File: config.mk
export PLATFORM = sky130hd
export DESIGN_NAME = mem_stage
export DESIGN_NICKNAME = d
export VERILOG_FILES = /design/src/rtl/mem_stage_pkg.sv /design/src/rtl/mem_align.sv /design/src/rtl/mem_stage.sv
export SDC_FILE = /design/constraint.sdc
export NUM_CORES = 1
export LEC_CHECK = 0
export ABC_CLOCK_PERIOD_IN_PS = 4350
export CAP_MARGIN = 20
export CORE_UTILIZATION = 43
export DETAILED_ROUTE_END_ITERATION = 10
export PLACE_DENSITY = 0.88
export SYNTH_ARGS = -nofsm -noshare
export SYNTH_HDL_FRONTEND = slang
export SYNTH_HIERARCHICAL = 1
export SYNTH_SLANG_ARGS = --single-unit
export TNS_END_PERCENT = 1
File: constraint.sdc
create_clock -name clk -period 4.35 [get_ports clk]
set_clock_uncertainty 0.2 [all_clocks]
set_input_delay 0.6525 -clock clk [delete_from_list [all_inputs] [get_ports clk]]
set_output_delay 0.6525 -clock clk [all_outputs]
set_load 0.005 [all_outputs]
File: src/rtl/mem_stage_pkg.sv
// Shared definitions for the MEM stage: bus widths, memory-op encodings,
// FSM states and small op-classification helpers.
package mem_stage_pkg;

   localparam int RegBus     = 32;
   localparam int RegAddrBus = 5;
   localparam int MemOpBus   = 4;

   localparam logic              RstEnable = 1'b1;
   localparam logic [RegBus-1:0] ZeroWord  = 32'h0000_0000;

   typedef enum logic [MemOpBus-1:0] {
      EXE_NOP_MEM = 4'd0,
      EXE_LB_OP   = 4'd1,
      EXE_LH_OP   = 4'd2,
      EXE_LW_OP   = 4'd3,
      EXE_LBU_OP  = 4'd4,
      EXE_LHU_OP  = 4'd5,
      EXE_SB_OP   = 4'd6,
      EXE_SH_OP   = 4'd7,
      EXE_SW_OP   = 4'd8
   } memop_e;

   typedef enum logic {
      S_IDLE = 1'b0,
      S_BUSY = 1'b1
   } state_e;

   // Any code outside the defined set collapses to NONE.
   function automatic memop_e decode_memop(input logic [31:0] code);
      memop_e op;
      if (code > 32'd8)
         op = EXE_NOP_MEM;
      else
         op = memop_e'(code[3:0]);
      return op;
   endfunction

   function automatic logic is_store(input memop_e op);
      return (op == EXE_SB_OP) || (op == EXE_SH_OP) || (op == EXE_SW_OP);
   endfunction

endpackage

File: src/rtl/mem_align.sv
// Byte-lane steering for the MEM stage: lane selects, store replication and
// load extension. MEM_MISALIGN_TRAP_EN adds the misaligned flag output.
module mem_align
   import mem_stage_pkg::*;
(
   input  memop_e            op,
   input  logic [1:0]        addr,
   input  logic [RegBus-1:0] store_data,
   input  logic [RegBus-1:0] load_data,
   output logic [3:0]        sel,
   output logic [RegBus-1:0] wdata,
   output logic [RegBus-1:0] rdata
`ifdef MEM_MISALIGN_TRAP_EN
   ,
   output logic              misaligned
`endif
);

   logic [RegBus-1:0] byte_shift;
   logic [RegBus-1:0] half_shift;
   logic [7:0]        byte_lane;
   logic [15:0]       half_lane;

   // Halfword ops only honour addr[1]; the low bit never moves the lane.
   assign byte_shift = load_data >> {addr, 3'b000};
   assign half_shift = load_data >> {addr[1], 4'b0000};
   assign byte_lane  = byte_shift[7:0];
   assign half_lane  = half_shift[15:0];

   always_comb begin
      sel   = 4'b0000;
      wdata = ZeroWord;
      rdata = ZeroWord;
      case (op)
         EXE_LB_OP: begin
            sel   = 4'b0001 << addr;
            rdata = {{24{byte_lane[7]}}, byte_lane};
         end
         EXE_LBU_OP: begin
            sel   = 4'b0001 << addr;
            rdata = {24'h0, byte_lane};
         end
         EXE_LH_OP: begin
            sel   = 4'b0011 << {addr[1], 1'b0};
            rdata = {{16{half_lane[15]}}, half_lane};
         end
         EXE_LHU_OP: begin
            sel   = 4'b0011 << {addr[1], 1'b0};
            rdata = {16'h0, half_lane};
         end
         EXE_LW_OP: begin
            sel   = 4'b1111;
            rdata = load_data;
         end
         EXE_SB_OP: begin
            sel   = 4'b0001 << addr;
            wdata = {4{store_data[7:0]}};
         end
         EXE_SH_OP: begin
            sel   = 4'b0011 << {addr[1], 1'b0};
            wdata = {2{store_data[15:0]}};
         end
         EXE_SW_OP: begin
            sel   = 4'b1111;
            wdata = store_data;
         end
         default: begin
            sel   = 4'b0000;
            wdata = ZeroWord;
            rdata = ZeroWord;
         end
      endcase
   end

`ifdef MEM_MISALIGN_TRAP_EN
   always_comb begin
      misaligned = 1'b0;
      case (op)
         EXE_LH_OP, EXE_LHU_OP, EXE_SH_OP: misaligned = addr[0];
         EXE_LW_OP, EXE_SW_OP:             misaligned = |addr;
         default:                          misaligned = 1'b0;
      endcase
   end
`endif

endmodule

File: src/rtl/mem_stage.sv
// MEM pipeline stage: registers ALU results for write-back and runs loads and
// stores over a req/ack port. MEM_MISALIGN_TRAP_EN adds misalign_o.
module mem_stage
   import mem_stage_pkg::*;
#(
   parameter int ADDR_W  = 32,
   parameter int MEMOP_W = 4
) (
   input  logic                  clk,
   input  logic                  rst,
   input  logic                  stall_i,
   input  logic                  ex_valid_i,
   input  logic [RegAddrBus-1:0] ex_wd_i,
   input  logic                  ex_wreg_i,
   input  logic [RegBus-1:0]     ex_wdata_i,
   input  logic [MEMOP_W-1:0]    ex_memop_i,
   input  logic [ADDR_W-1:0]     ex_memaddr_i,
   input  logic [RegBus-1:0]     ex_memdata_i,
   output logic                  mem_req_o,
   output logic                  mem_we_o,
   output logic [ADDR_W-1:0]     mem_addr_o,
   output logic [3:0]            mem_sel_o,
   output logic [RegBus-1:0]     mem_wdata_o,
   input  logic [RegBus-1:0]     mem_rdata_i,
   input  logic                  mem_ack_i,
   output logic                  stallreq_o,
`ifdef MEM_MISALIGN_TRAP_EN
   output logic                  misalign_o,
`endif
   output logic                  wb_valid_o,
   output logic [RegAddrBus-1:0] wb_wd_o,
   output logic                  wb_wreg_o,
   output logic [RegBus-1:0]     wb_wdata_o
);

   state_e                state_reg;
   memop_e                op_reg;
   logic [1:0]            off_reg;
   logic [RegAddrBus-1:0] wd_reg;
   logic                  wreg_reg;

   logic                  mem_req_reg;
   logic                  mem_we_reg;
   logic [ADDR_W-1:0]     mem_addr_reg;
   logic [3:0]            mem_sel_reg;
   logic [RegBus-1:0]     mem_wdata_reg;

   logic                  wb_valid_reg;
   logic [RegAddrBus-1:0] wb_wd_reg;
   logic                  wb_wreg_reg;
   logic [RegBus-1:0]     wb_wdata_reg;

   memop_e                ex_op;
   memop_e                align_op;
   logic [1:0]            align_off;
   logic [3:0]            align_sel;
   logic [RegBus-1:0]     align_wdata;
   logic [RegBus-1:0]     align_rdata;

   assign ex_op = decode_memop(32'(ex_memop_i));

   // One aligner serves both phases: the incoming op while IDLE (request
   // setup), the latched op while BUSY (load extension at ack).
   assign align_op  = (state_reg == S_BUSY) ? op_reg  : ex_op;
   assign align_off = (state_reg == S_BUSY) ? off_reg : ex_memaddr_i[1:0];

`ifdef MEM_MISALIGN_TRAP_EN
   logic align_misaligned;
   logic misalign_reg;
`endif

   mem_align u_align (
      .op         (align_op),
      .addr       (align_off),
      .store_data (ex_memdata_i),
      .load_data  (mem_rdata_i),
      .sel        (align_sel),
      .wdata      (align_wdata),
      .rdata      (align_rdata)
`ifdef MEM_MISALIGN_TRAP_EN
      ,
      .misaligned (align_misaligned)
`endif
   );

   always_ff @(posedge clk) begin
      if (rst == RstEnable) begin
         state_reg     <= S_IDLE;
         op_reg        <= EXE_NOP_MEM;
         off_reg       <= 2'b00;
         wd_reg        <= '0;
         wreg_reg      <= 1'b0;
         mem_req_reg   <= 1'b0;
         mem_we_reg    <= 1'b0;
         mem_addr_reg  <= '0;
         mem_sel_reg   <= 4'b0000;
         mem_wdata_reg <= ZeroWord;
         wb_valid_reg  <= 1'b0;
         wb_wd_reg     <= '0;
         wb_wreg_reg   <= 1'b0;
         wb_wdata_reg  <= ZeroWord;
`ifdef MEM_MISALIGN_TRAP_EN
         misalign_reg  <= 1'b0;
`endif
      end else begin
         wb_valid_reg <= 1'b0;
`ifdef MEM_MISALIGN_TRAP_EN
         misalign_reg <= 1'b0;
`endif
         case (state_reg)
            S_IDLE: begin
               if (ex_valid_i && !stall_i) begin
                  if (ex_op == EXE_NOP_MEM) begin
                     wb_valid_reg <= 1'b1;
                     wb_wd_reg    <= ex_wd_i;
                     wb_wreg_reg  <= ex_wreg_i && (ex_wd_i != '0);
                     wb_wdata_reg <= ex_wdata_i;
                  end
`ifdef MEM_MISALIGN_TRAP_EN
                  else if (align_misaligned) begin
                     wb_valid_reg <= 1'b1;
                     wb_wd_reg    <= ex_wd_i;
                     wb_wreg_reg  <= 1'b0;
                     wb_wdata_reg <= ZeroWord;
                     misalign_reg <= 1'b1;
                  end
`endif
                  else begin
                     op_reg        <= ex_op;
                     off_reg       <= ex_memaddr_i[1:0];
                     wd_reg        <= ex_wd_i;
                     wreg_reg      <= ex_wreg_i;
                     mem_req_reg   <= 1'b1;
                     mem_we_reg    <= is_store(ex_op);
                     mem_addr_reg  <= {ex_memaddr_i[ADDR_W-1:2], 2'b00};
                     mem_sel_reg   <= align_sel;
                     mem_wdata_reg <= align_wdata;
                     state_reg     <= S_BUSY;
                  end
               end
            end
            S_BUSY: begin
               if (mem_ack_i) begin
                  mem_req_reg  <= 1'b0;
                  state_reg    <= S_IDLE;
                  wb_valid_reg <= 1'b1;
                  wb_wd_reg    <= wd_reg;
                  wb_wreg_reg  <= !is_store(op_reg) && wreg_reg && (wd_reg != '0);
                  wb_wdata_reg <= is_store(op_reg) ? ZeroWord : align_rdata;
               end
            end
            default: state_reg <= S_IDLE;
         endcase
      end
   end

   assign stallreq_o  = (state_reg == S_BUSY);
   assign mem_req_o   = mem_req_reg;
   assign mem_we_o    = mem_we_reg;
   assign mem_addr_o  = mem_addr_reg;
   assign mem_sel_o   = mem_sel_reg;
   assign mem_wdata_o = mem_wdata_reg;
   assign wb_valid_o  = wb_valid_reg;
   assign wb_wd_o     = wb_wd_reg;
   assign wb_wreg_o   = wb_wreg_reg;
   assign wb_wdata_o  = wb_wdata_reg;
`ifdef MEM_MISALIGN_TRAP_EN
   assign misalign_o  = misalign_reg;
`endif

endmodule

==> impl_metrics.toml, run 1 <==
[power]
ir_worst_vdd_v = 0.000236
p_leak_nw = 3.26
power_density_nw_per_um2 = 341
power_mw = 3.13

[detailed_routing]
drt_first_pass_iters = 5
wire_per_inst_um = 17.7
ant_nets = 0
vias = 6672
drt_iter0_drc = 690
vias_per_cell = 5.65
drc_errors = 0
totalWireLength_mm = 20.8

[die]
core-area_um2 = 13800
ios = 253
rows = 43
fp.dieArea_um2 = 14600
die_h_um = 121
start_util_pct = 44.0
dieWidth_um = 121

[clock_network]
clock_path_buffers = 2
clock_latency_ps = 410
post_cts_resized = 0
cts_tree = "yes"
htree_levels = 4
cts_sinks = 120
path_clk_slew_ps = 50
cts_buffers = 17
cts_setup_buffers = 0
cts_root_buf = "clkbuf_16"
cts_hold_buf = 0

[logic_synthesis]
synth_top_area_share_pct = 39.5
yosys_warnings = 6
ys_seq_elements = 120
synth_cell_types = 50
ys.flop_type = "dfxtp_1"
yosysSeqAreaShare_pct = 39.5
synthArstFlopShare_pct = 0
syn_area_um2 = 6080
synth_area_leaders = "dfxtp_1 (40%), nand2_1 (12%), a21oi_1 (10%)"
synth_enable_flop_cells = 0
syn_area_per_cell_um2 = 7.85
yosysTopAreaCell = "dfxtp_1"
syn_inst = 775

[timing]
tightest_slew_ps = 933
relSlewSlack_pct = 37.8
rsz0062_at_grt = "false"
finalSetupViolCount = 0
post-route-min-period_ps = 3480
hold_viol = 0
period_share_pct = 80.0
fmax_ghz = 0.287
timing.hold.ws_ps = 250
maxSlewViolCount = 0
fin_setup_tns_ps = 0

[cells_and_area]
final_nets = 1131
layout_common_cells = "clkdlybuf4s50_1 (249), nand2_1 (199), a21oi_1 (121)"
drive_above_1_share_pct = 8.20
diodes = 0
layout_commonest_cell = "clkdlybuf4s50_1"
area_growth_syn_to_layout_pct = 51.1

[global_routing]
grt_pass1_wl_mm = 31.8
grt_use_total_pct = 28.1
antenna_found_initial = 0
grt_pass1_vias = 6294
grt_max_degree = 54
grt_overflow = 0

[placed_design]
place_hpwl_mm = 14.3
port_buffers = 250
routabilityCongestion = 0.870

[setup_path]
cp_top_family = "simple AND/OR/NAND/NOR gates"
cp.buffers_inverters = 2
path_max_fanout = 16
slowest_delay_ps = 550
critPathKind = "in2reg"
startpoint_type = "input pin"
worstPathRequired_ps = 4420
cp_slowest_cell = "a41oi_4"
worstPathCellList = "clkdlybuf4s50_1, inv_1, nor4_1, mux2_2, nor2_1, and3_1, a41oi_4, nand2_1, a21oi_1, a211oi_2"
endpoint_kind = "register"
arrival_ps = 3550

[outcome]
status = "finished clean"

[flow_run]
drv_cap = 0

[min_path]
min_path_type = "reg2reg"
==> power breakdown <==
| part | leakage, nW | internal, mW | switching, mW | total, mW |
|---|---|---|---|---|
| combinational | 2.00 | 0.293 | 0.251 | 0.544 |
| clock | 0.283 | 0.897 | 0.517 | 1.41 |
| sequential | 0.976 | 1.14 | 0.0272 | 1.17 |
==> tightest hold or removal path, delay by kind of cell, from the launching register on <==
family	cells	cell delay (ps)
AO/OA/AOI/OAI	1	50
flip-flops	1	300
AND/OR/NAND/NOR	1	50
==> synthesized netlist by cell type (2+ instances only) <==
library cell / count
maj3_1: 2
a211oi_1: 18
mux2_2: 7
nand2b_1: 5
buf_4: 8
nand3_1: 10
nor3b_1: 2
dfxtp_1: 120
nor3_1: 40
and2_1: 13
or4_1: 2
buf_6: 2
inv_1: 4
a221o_1: 16
o21ai_0: 20
mux2i_1: 19
buf_2: 19
buf_1: 3
a211oi_2: 20
clkbuf_1: 37
and3_1: 5
nor2_1: 7
a22o_1: 16
a21oi_1: 121
nor2b_1: 36
nand2_1: 199
==> routing by layer <==
metal,track usage (%),part of all wire (%)
met5,0,0
met4,13.8,3.8
met3,10.2,11
met2,45.3,46
met1,32.8,39
==> layout make-up <==
type                       count  area [um^2]
clock inverter                12          151
sequential                   120         2400
clock buffer                  19          433
fill                        1142         4640
multi-input combinational    583         3360
tap                          180          225
timing repair buffer         262         2600
inverter                       4         15.0
==> per-stage QoR <==
step / util [%] / std cells / area [um^2] / worst slack [ps]
finish: 66.4 / 1180 / 9190 / 869
global route: 66.4 / 1180 / 9190 / 726
CTS: 66.4 / 1180 / 9190 / 937
detailed placement: 62.2 / 1149 / 8600 / 505
global placement: 62.2 / 1149 / 8600 / 657
floorplan: - / 776 / 6080 / 1300
==> final timing paths <==
path	cells past startpoint	start	end	slack, ps
max reg2reg	7	stallreq_o	wb_wdata_o[21]	900
min	2	off_reg[0]	off_reg[0]	250
max	10	ex_memop_i[3]	wb_wdata_o[21]	870
min reg2reg	2	off_reg[0]	off_reg[0]	250
==> cells by family (layout without fill, tap and decap cells) <==
family | after synthesis | in the layout | share of synthesized area, %
and+or+nand+nor | 329 | 329 | 24.9
AOI/OAI and AO/OA | 222 | 222 | 24.7
DFF | 120 | 120 | 39.5
buffers and inverters | 73 | 297 | 5.64
muxes | 27 | 27 | 4.79
adders and majority gates | 2 | 2 | 0.329
other | 1 | 2 | 0.0617
xor gates and xnor gates | 1 | 1 | 0.144
(Power assumes the default switching activity.)
==> run 2, diff against run 1 <==
ABC_CLOCK_PERIOD_IN_PS = 3400   (was 4350)
clock period = 3.4 ns   (was 4.35 ns; I/O delays follow)
==> run 2 against run 1 <==
  * Worst setup slack lost 610 ps
  * Via count grew 0.93%
  * Clock power grew 30%
  * Power grew 30%
  * Final cell count grew 1.5%
==> impl_metrics.toml, run 2 (synthesized netlist as in run 1, its figures left out) <==
[detailed_routing]
drt_first_pass_iters = 5
drt_iter0_drc = 639
totalWireLength_mm = 21.3
wire_per_inst_um = 17.8
ant_nets = 0
vias_per_cell = 5.62
drc_errors = 0
vias = 6734

[global_routing]
grt_max_degree = 81
grt_pass1_wl_mm = 32.9
grt_overflow = 0
grt_pass1_vias = 6454
grt_use_total_pct = 29.1
antenna_found_initial = 0

[clock_network]
cts_tree = "yes"
cts_buffers = 17
clock_latency_ps = 420
clock_path_buffers = 2
path_clk_slew_ps = 60
htree_levels = 4
cts_root_buf = "clkbuf_16"
cts_hold_buf = 0
cts_setup_buffers = 0
cts_sinks = 120
post_cts_resized = 0

[power]
pwr-share-clk_pct = 45.3
p_switching_mw = 1.05
power_mw = 4.06
power_density_nw_per_um2 = 433
power.internal_mw = 3.01
p_sw_share_pct = 25.8
p_leak_nw = 3.36
seqPwrFrac_pct = 36.9
ir_worst_vdd_v = 0.000294
pwr-share-comb_pct = 17.9

[die]
die_h_um = 121
core-area_um2 = 13800
fp.dieArea_um2 = 14600
ios = 253
start_util_pct = 44.0
rows = 43
dieWidth_um = 121

[placed_design]
port_buffers = 250
routabilityCongestion = 0.903
place_hpwl_mm = 14.6

[timing]
hold_viol = 0
rsz0062_at_grt = "false"
post-route-min-period_ps = 3150
tightest_slew_ps = 962
period_share_pct = 92.5
fmax_ghz = 0.318
maxSlewViolCount = 0
finalSetupViolCount = 0
relSlewSlack_pct = 35.8

[setup_path]
arrival_ps = 3210
worstPathRequired_ps = 3460
endpoint_kind = "register"
critPathKind = "in2reg"
startpoint = "ex_memop_i[3]"
r2r_start = "stallreq_o"
path_max_fanout = 16
startpoint_type = "input pin"

[cells_and_area]
diodes = 0
layout_common_cells = "clkdlybuf4s50_1 (249), nand2_1 (199), a21oi_1 (121)"
utilization_pct = 67.7
nFillCells = 1134
multiInputGateArea_um2 = 3360
ff_latch_area_um2 = 2400
final_nets = 1148
drive_above_1_share_pct = 9.92
area_growth_syn_to_layout_pct = 54.1
layout_commonest_cell = "clkdlybuf4s50_1"

[min_path]
worstHoldStart = "off_reg[0]"
min_path_type = "reg2reg"

[flow_run]
drv_cap = 0

[outcome]
status = "finished clean"
-- run 2: power groups by stage --
stage	clock (mW)	combinational (mW)	sequential (mW)
after floorplan	0	0.330	1.53
after global placement	0	0.703	1.52
after detailed placement	0	0.711	1.53
after CTS	1.86	0.720	1.50
after global routing	1.94	0.774	1.50
final	1.84	0.725	1.50
-- run 2: layer usage --
layer | part of all wire, % | global-route usage (%) | vias to the layer above
li1 | - | - | 3172
met2 | 47 | 47.4 | 397
met1 | 39 | 33.6 | 3087
met3 | 11 | 10.3 | 78
met4 | 4.1 | 14.8 | 0
met5 | 0 | 0 | -
-- run 2: cell type report --
| type | instances | share of cell area [%] |
|---|---|---|
| sequential | 120 | 25.7 |
| multi-input combinational | 583 | 35.8 |
| clock buffer | 18 | 4.58 |
| inverter | 4 | 0.160 |
| clock inverter | 14 | 1.82 |
| timing repair buffer | 279 | 29.5 |
| tap | 180 | 2.40 |
-- run 2: path summary, 6_finish.rpt --
check	endpoint	cells after the start	slack (ps)
worst max-delay path	wb_wdata_o[23]	10	250
worst min-delay path	off_reg[0]	2	250
worst max register to register	wb_wdata_o[8]	7	440
worst min register to register	off_reg[0]	2	250
-- run 2: worst max-delay path, stage by stage --
cell,delay [ps]
clkdlybuf4s50_1,530
inv_1,110
nor4_1,390
mux2_2,400
nor2_1,130
and3_1,220
a41oi_4,500
nand2_1,150
a21oi_1,180
a211oi_1,90
-- run 2: through the flow --
step                      TNS, ps  setup WS (ps)  hold WS [ps]  std cells  instance area, um^2
final                           0            254           251       1198                 9370
after global placement      -38.7          -19.0           239       1166                 8770
after CTS                       0            323           253       1198                 9370
after global routing            0           46.4           270       1198                 9370
after floorplan                 0            354           233        776                 6080
after detailed placement    -1610          -99.5           245       1166                 8770
